--- config.mk ---
export PLATFORM = sky130hd
export DESIGN_NAME = uart_reg_responder
export DESIGN_NICKNAME = d
export VERILOG_FILES = /design/src/rtl/uart_pkg.sv /design/src/rtl/uart_regfile.sv /design/src/rtl/uart_reg_responder.sv
export SDC_FILE = /design/constraint.sdc
export NUM_CORES = 1
export LEC_CHECK = 0
export ABC_AREA = 1
export CELL_PAD_IN_SITES_DETAIL_PLACEMENT = 1
export CELL_PAD_IN_SITES_GLOBAL_PLACEMENT = 2
export CORE_ASPECT_RATIO = 0.75
export CORE_UTILIZATION = 43
export CTS_CLUSTER_DIAMETER = 30
export DETAILED_ROUTE_END_ITERATION = 12
export DONT_BUFFER_PORTS = 1
export GPL_TIMING_DRIVEN = 1
export PLACE_DENSITY = 0.91
export SYNTH_ARGS = -nofsm -noshare
export SYNTH_HDL_FRONTEND = slang
export SYNTH_SLANG_ARGS = --single-unit
--- constraint.sdc ---
create_clock -name clk -period 3.1 [get_ports clk]
set_input_delay 0.62 -clock clk [delete_from_list [all_inputs] [get_ports clk]]
set_output_delay 0.62 -clock clk [all_outputs]
set_load 0.005 [all_outputs]
--- src/rtl/uart_pkg.sv ---
// ============================================================================
// Module : uart_pkg
// Brief  : Opcode/response bytes and FSM state encoding for the UART responder.
// Rev    : 1.0
// ============================================================================
`default_nettype none

package uart_pkg;

    localparam logic [7:0] c_op_write = 8'h57;
    localparam logic [7:0] c_op_read  = 8'h52;
    localparam logic [7:0] c_rsp_ok   = 8'h4B;
    localparam logic [7:0] c_rsp_err  = 8'h45;

    typedef enum logic [2:0] {
        S_IDLE     = 3'd0,
        S_GET_ADDR = 3'd1,
        S_GET_DATA = 3'd2,
        S_SEND     = 3'd3,
        S_WAIT_HI  = 3'd4,
        S_WAIT_LO  = 3'd5
    } state_t;

endpackage

`default_nettype wire

--- src/rtl/uart_regfile.sv ---
// ============================================================================
// Module : uart_regfile
// Brief  : 8-bit register array, one synchronous write port, two async reads.
// Rev    : 1.0
// ============================================================================
`default_nettype none

module uart_regfile #(
    parameter  int NUM_REGS = 16,
    localparam int AW       = $clog2(NUM_REGS)
) (
    input  logic          clk,
    input  logic          reset,
    input  logic          i_we,
    input  logic [AW-1:0] i_waddr,
    input  logic [7:0]    i_wdata,
    input  logic [AW-1:0] i_raddr_a,
    output logic [7:0]    o_rdata_a,
    input  logic [AW-1:0] i_raddr_b,
    output logic [7:0]    o_rdata_b
);

    logic [7:0] r_regs [NUM_REGS];

    always_ff @(posedge clk) begin
        if (reset) begin
            for (int i = 0; i < NUM_REGS; i++) begin
                r_regs[i] <= 8'h00;
            end
        end else if (i_we) begin
            r_regs[i_waddr] <= i_wdata;
        end
    end

    assign o_rdata_a = r_regs[i_raddr_a];
    assign o_rdata_b = r_regs[i_raddr_b];

endmodule

`default_nettype wire

--- src/rtl/uart_reg_responder.sv ---
// ============================================================================
// Module : uart_reg_responder
// Brief  : Byte-command register access over UART: W addr data -> K, R addr -> value.
// Rev    : 1.0
// ============================================================================
`default_nettype none

module uart_reg_responder
    import uart_pkg::*;
#(
    parameter  int NUM_REGS       = 16,
    parameter  int TIMEOUT_CYCLES = 100000,
    localparam int AW             = $clog2(NUM_REGS),
    localparam int TW             = $clog2(TIMEOUT_CYCLES + 1)
) (
    input  logic          clk,
    input  logic          reset,
    input  logic [7:0]    rx_data,
    input  logic          rx_ready,
    output logic [7:0]    tx_data,
    output logic          tx_start,
    input  logic          tx_busy,
    input  logic [AW-1:0] user_addr,
    output logic [7:0]    user_rdata,
    output logic          rx_overrun
);

    state_t        r_state;
    state_t        w_state_next;
    logic          r_is_write;
    logic [AW-1:0] r_addr;
    logic          r_addr_ok;
    logic [TW-1:0] r_cnt;
    logic [7:0]    r_tx_data;
    logic          r_tx_start;
    logic          r_overrun;

    logic          w_addr_ok;
    logic          w_timeout;
    logic          w_in_cmd;
    logic          w_we;
    logic          w_latch_op;
    logic          w_latch_addr;
    logic          w_load_tx;
    logic [7:0]    w_tx_byte;
    logic [7:0]    w_rd_b;
    logic          w_overrun;

    uart_regfile #(
        .NUM_REGS (NUM_REGS)
    ) u_regfile (
        .clk       (clk),
        .reset     (reset),
        .i_we      (w_we),
        .i_waddr   (r_addr),
        .i_wdata   (rx_data),
        .i_raddr_a (user_addr),
        .o_rdata_a (user_rdata),
        .i_raddr_b (rx_data[AW-1:0]),
        .o_rdata_b (w_rd_b)
    );

    assign w_addr_ok = (int'(rx_data) < NUM_REGS);
    assign w_in_cmd  = (r_state == S_GET_ADDR) || (r_state == S_GET_DATA);
    // A byte arriving on the expiry cycle takes priority over the timeout
    assign w_timeout = (r_cnt == TW'(TIMEOUT_CYCLES)) && !rx_ready;
    assign w_overrun = rx_ready && ((r_state == S_SEND) || (r_state == S_WAIT_HI) ||
                                    (r_state == S_WAIT_LO));

    always_ff @(posedge clk) begin
        if (reset) begin
            r_state <= S_IDLE;
        end else begin
            r_state <= w_state_next;
        end
    end

    always_comb begin
        w_state_next = r_state;
        w_we         = 1'b0;
        w_latch_op   = 1'b0;
        w_latch_addr = 1'b0;
        w_load_tx    = 1'b0;
        w_tx_byte    = c_rsp_err;
        case (r_state)
            S_IDLE: begin
                if (rx_ready) begin
                    if ((rx_data == c_op_write) || (rx_data == c_op_read)) begin
                        w_latch_op   = 1'b1;
                        w_state_next = S_GET_ADDR;
                    end else begin
                        w_load_tx    = 1'b1;
                        w_state_next = S_SEND;
                    end
                end
            end
            S_GET_ADDR: begin
                if (rx_ready) begin
                    w_latch_addr = 1'b1;
                    if (r_is_write) begin
                        w_state_next = S_GET_DATA;
                    end else begin
                        w_load_tx    = 1'b1;
                        w_tx_byte    = w_addr_ok ? w_rd_b : c_rsp_err;
                        w_state_next = S_SEND;
                    end
                end else if (w_timeout) begin
                    w_state_next = S_IDLE;
                end
            end
            S_GET_DATA: begin
                if (rx_ready) begin
                    w_we         = r_addr_ok;
                    w_load_tx    = 1'b1;
                    w_tx_byte    = r_addr_ok ? c_rsp_ok : c_rsp_err;
                    w_state_next = S_SEND;
                end else if (w_timeout) begin
                    w_state_next = S_IDLE;
                end
            end
            S_SEND: begin
                w_state_next = S_WAIT_HI;
            end
            S_WAIT_HI: begin
                if (tx_busy) begin
                    w_state_next = S_WAIT_LO;
                end
            end
            S_WAIT_LO: begin
                if (!tx_busy) begin
                    w_state_next = S_IDLE;
                end
            end
            default: begin
                w_state_next = S_IDLE;
            end
        endcase
    end

    always_ff @(posedge clk) begin
        if (reset) begin
            r_is_write <= 1'b0;
            r_addr     <= '0;
            r_addr_ok  <= 1'b0;
            r_cnt      <= '0;
            r_tx_data  <= 8'h00;
            r_tx_start <= 1'b0;
            r_overrun  <= 1'b0;
        end else begin
            if (w_latch_op) begin
                r_is_write <= (rx_data == c_op_write);
            end
            if (w_latch_addr) begin
                r_addr    <= rx_data[AW-1:0];
                r_addr_ok <= w_addr_ok;
            end
            if (rx_ready || !w_in_cmd || (w_state_next != r_state)) begin
                r_cnt <= '0;
            end else if (r_cnt != TW'(TIMEOUT_CYCLES)) begin
                r_cnt <= r_cnt + TW'(1);
            end
            if (w_load_tx) begin
                r_tx_data <= w_tx_byte;
            end
            r_tx_start <= (r_state == S_SEND);
            r_overrun  <= w_overrun;
        end
    end

    assign tx_data    = r_tx_data;
    assign tx_start   = r_tx_start;
    assign rx_overrun = r_overrun;

endmodule

`default_nettype wire
==> run_results.csv <==
group,metric,value,unit
detailed_routing,num_vias,7333,
global_route,grt_pass1_vias,7358,
synthesis,synth_nets,1026,
hold_path,worst_hold_path.endpoint,"r_state[2]",
finish,drive_gt1_frac,0.09037,
synthesis,synth_most_common_cell,"nor2_1",
sta,rsz0062_at_grt,"no",
setup_path,critPathKind,"reg -> out",
global_route,gr-total-overflow,0,
finish,nets,1012,
synthesis,synth_top_family_by_area,"simple AND/OR/NAND/NOR gates",
synthesis,ys_warn_count,0,
floorplan,rows,44,
sta,finalCritPeriodShare,0.7792,
synthesis,yosys.area_share.simple,0.2256,
placement,io_buffer_count,0,
setup_path,crit_fanout,2,
global_route,grt_pass1_wl,43940,microns
detailed_routing,drt_iter0_drc,817,
detailed_routing,dr.pass1.iters,9,
clock_tree,tritoncts,"done",
synthesis,synthXorXnorAreaFrac,0.01419,
synthesis,synthTopCellsByArea,"edfxtp_1 44%, dfxtp_1 8.3%, nor2_1 8.1%, nand2_1 7.7%, o21ai_0 4.9%",
pwr,clkPwrFrac,0.421,
synthesis,avgSynthCellArea,8.572,sq um
clock_tree,h-tree-depth,4,
synthesis,yosysTopAreaCellShare,0.4448,
synthesis,yosysUniqueCellTypes,42,
setup_path,r2r_end,"u_regfile.r_regs[10][3]",
pwr,seq_power_share,0.476,
hold_path,hold_path_depth,1,
clock_tree,clock_sinks,164,
sta,tightestPinTransition,0.9576,ns
sta,hold_violations,0,
synthesis,yosysTopAreaCell,"edfxtp_1",
clock_tree,clockRootBuffer,"clkbuf_16",
outcome,violations,"DRC",
clock_tree,cts_buffers,17,
clock_tree,cts_resized,0,
placement,gp_congestion,0.8709,
sta,final_max_slew_viol_count,0,
pwr,cellLeakagePower,3.601,nW
setup_path,arrival,1.80,ns
floorplan,die_y,124.8,microns
setup_path,reg2reg_from,"r_state[1]",
synthesis,synthMuxAreaShare,0.01969,
floorplan,ioPinCount,34,
sta,finalCriticalPeriod,2.416,ns
floorplan,start_util,0.4421,
clock_tree,cts_setup_buffers,0,
synthesis,syn_area,8641,sq um
synthesis,synth-main-ff-cell,"edfxtp_1",
clock_tree,clk_pin_slew,0.06,ns
synthesis,synth-seq-cells,164,
synthesis,yosys-top-cells-count,"187 x nor2_1, 178 x nand2_1, 128 x edfxtp_1, 84 x o21ai_0, 77 x inv_1",
hold_path,hold_class,"in -> reg",
setup_path,r2r_cells,6,
setup_path,endpoint_kind,"output port",
detailed_routing,drc_errors,4,
pwr,p_switching,0.001384,W
synthesis,synth_edf_count,128,
setup_path,crit_required,2.48,ns
synthesis,yosysSeqAreaShare,0.5282,
pwr,combPwrFrac,0.103,
synthesis,synth_compound_area_frac,0.1425,
placement,hpwlAfterDp,19550,microns
global_route,grt_max_degree,112,
setup_path,startpoint_type,"register",
pwr,switching_share,0.2634,
placement,place_area,8874,sq um
clock_tree,cts_hold_buf,0,
floorplan,die_w,165.7,microns
sta,fmax,414.0,MHz
outcome,outcome,"finished, violations left",
job,maxCapViolCount,0,
pwr,p_int,0.003871,W
synthesis,syn_inst,1008,
detailed_routing,drt-vias-per-instance,5.815,
floorplan,core-area,19540,sq um
pwr,power_density,554.4,nW/um^2
pwr,peakVddDrop,0.3883,mV
detailed_routing,drtAntennaViolNets,0,
sta,setup_viol,0,
detailed_routing,wire_per_inst,22.70,microns
synthesis,synth-adder-area-share,0.002896,
finish,area_growth,9.716,%
hold_path,min-delay-start,"reset",
setup_path,reg2reg_slack,0.75,ns
global_route,antenna_found_initial,1,
synthesis,async_reset_ff_frac,0,
finish,final_area,9480,sq um
sta,slew_headroom,0.3592,
sta,setup_tns,0,ns
sta,skew,0.01140,ns
global_route,grt_use_total,0.2857,
clock_tree,clock_path_buffers,2,
clock_tree,clock_latency,0.44,ns
detailed_routing,wl,28620,microns
floorplan,die_area,20670,sq um
-- critical path, cell delays in order, from the launching register on --
cell and delay (ns):
edfxtp_1 0.39, o21ai_0 0.52, nand2_1 0.14, o22ai_1 0.17, o21ai_0 0.15
-- cell usage in the layout, fill, tap and decap left out, types with 2 or more instances in the layout --
cell / count
nor2_1: 187
nand2_1: 178
edfxtp_1: 128
o21ai_0: 84
inv_1: 77
a21oi_1: 62
o211ai_1: 37
nand3_1: 37
dfxtp_1: 36
buf_4: 21
mux2i_1: 17
clkbuf_16: 17
nand4_1: 15
nor2_2: 13
nand2_2: 13
xor2_1: 11
a22oi_1: 11
clkinv_1: 9
o221ai_1: 7
inv_2: 4
nor3_1: 4
inv_6: 4
xnor2_1: 3
bufinv_16: 3
nand3_2: 2
nor3_4: 2
nor2_4: 2
a31oi_1: 2
nor4_1: 2
ha_1: 2
clkinv_2: 2
clkinv_4: 2
-- cell type report --
| type | instances | area [sq um] |
|---|---|---|
| fillers | 2276 | 10060 |
| flip-flops and latches | 164 | 4564 |
| multi-input cells | 701 | 3498 |
| clock buffers | 17 | 425.4 |
| inverters | 89 | 336.6 |
| well taps | 253 | 316.6 |
| clock inverters | 15 | 178.9 |
| repair buffers | 21 | 157.7 |
| diodes | 1 | 2.502 |
-- power groups by stage --
stage / clock, W / combinational [W] / sequential (W)
2_1_floorplan: 0 / 0.000402 / 0.00253
3_3_place_gp: 0 / 0.000523 / 0.00254
3_5_place_dp: 0 / 0.000532 / 0.00255
4_1_cts: 0.00223 / 0.000539 / 0.00250
5_1_grt: 0.00231 / 0.000592 / 0.00251
6_report: 0.00221 / 0.000544 / 0.00250
-- state kept, by name, summed over array words and instances, names as in the netlist --
signal / flops
r_addr_ok: 1
tx_data: 8
r_addr: 4
rx_overrun: 1
u_regfile.r_regs: 128
r_state: 3
tx_start: 1
r_cnt: 17
r_is_write: 1
-- per-layer routing --
| metal | track usage | wire length [microns] | vias to the layer above |
|---|---|---|---|
| met5 | 0 | 0 | - |
| li1 | - | - | 3396 |
| met4 | 0.09841 | 677 | 0 |
| met1 | 0.3974 | 12770 | 3630 |
| met2 | 0.4521 | 13150 | 262 |
| met3 | 0.04703 | 2029 | 45 |
-- logic make-up (layout without fill, tap and decap cells) --
family | count (synthesis) | after routing
AOI/OAI and AO/OA | 211 | 211
xor gates and xnor gates | 14 | 14
adders and majority gates | 2 | 2
buffers and inverters | 143 | 142
DFF | 164 | 164
muxes | 17 | 17
other | 0 | 1
and+or+nand+nor | 457 | 457
-- worst max-delay path by stage --
stage | startpoint | end | cells after the start
after CTS | r_state[1] | u_regfile.r_regs[10][3] | 6
after floorplan | user_addr[1] | user_rdata[6] | 6
final | u_regfile.r_regs[0][6] | user_rdata[6] | 4
after global routing | r_state[1] | u_regfile.r_regs[4][3] | 6
after global placement | user_addr[1] | user_rdata[6] | 5
after detailed placement | rx_ready | u_regfile.r_regs[14][6] | 7
-- stage by stage --
| step | hold slack, ns | setup slack [ns] | cells | utilization | power, W |
|---|---|---|---|---|---|
| finish | 0.2503 | 0.6843 | 1261 | 0.4851 | 0.005256 |
| detailed placement | 0.4714 | 0.7773 | 1228 | 0.4540 | 0.003080 |
| global placement | 0.4715 | 0.8448 | 1228 | 0.4540 | 0.003067 |
| floorplan | 0.4618 | 0.8744 | 1008 | - | 0.002930 |
| CTS | 0.2379 | 0.7377 | 1260 | 0.4850 | 0.005272 |
| global route | 0.2323 | 0.5494 | 1260 | 0.4850 | 0.005413 |
No activity file was read; power rests on OpenSTA's default activity.
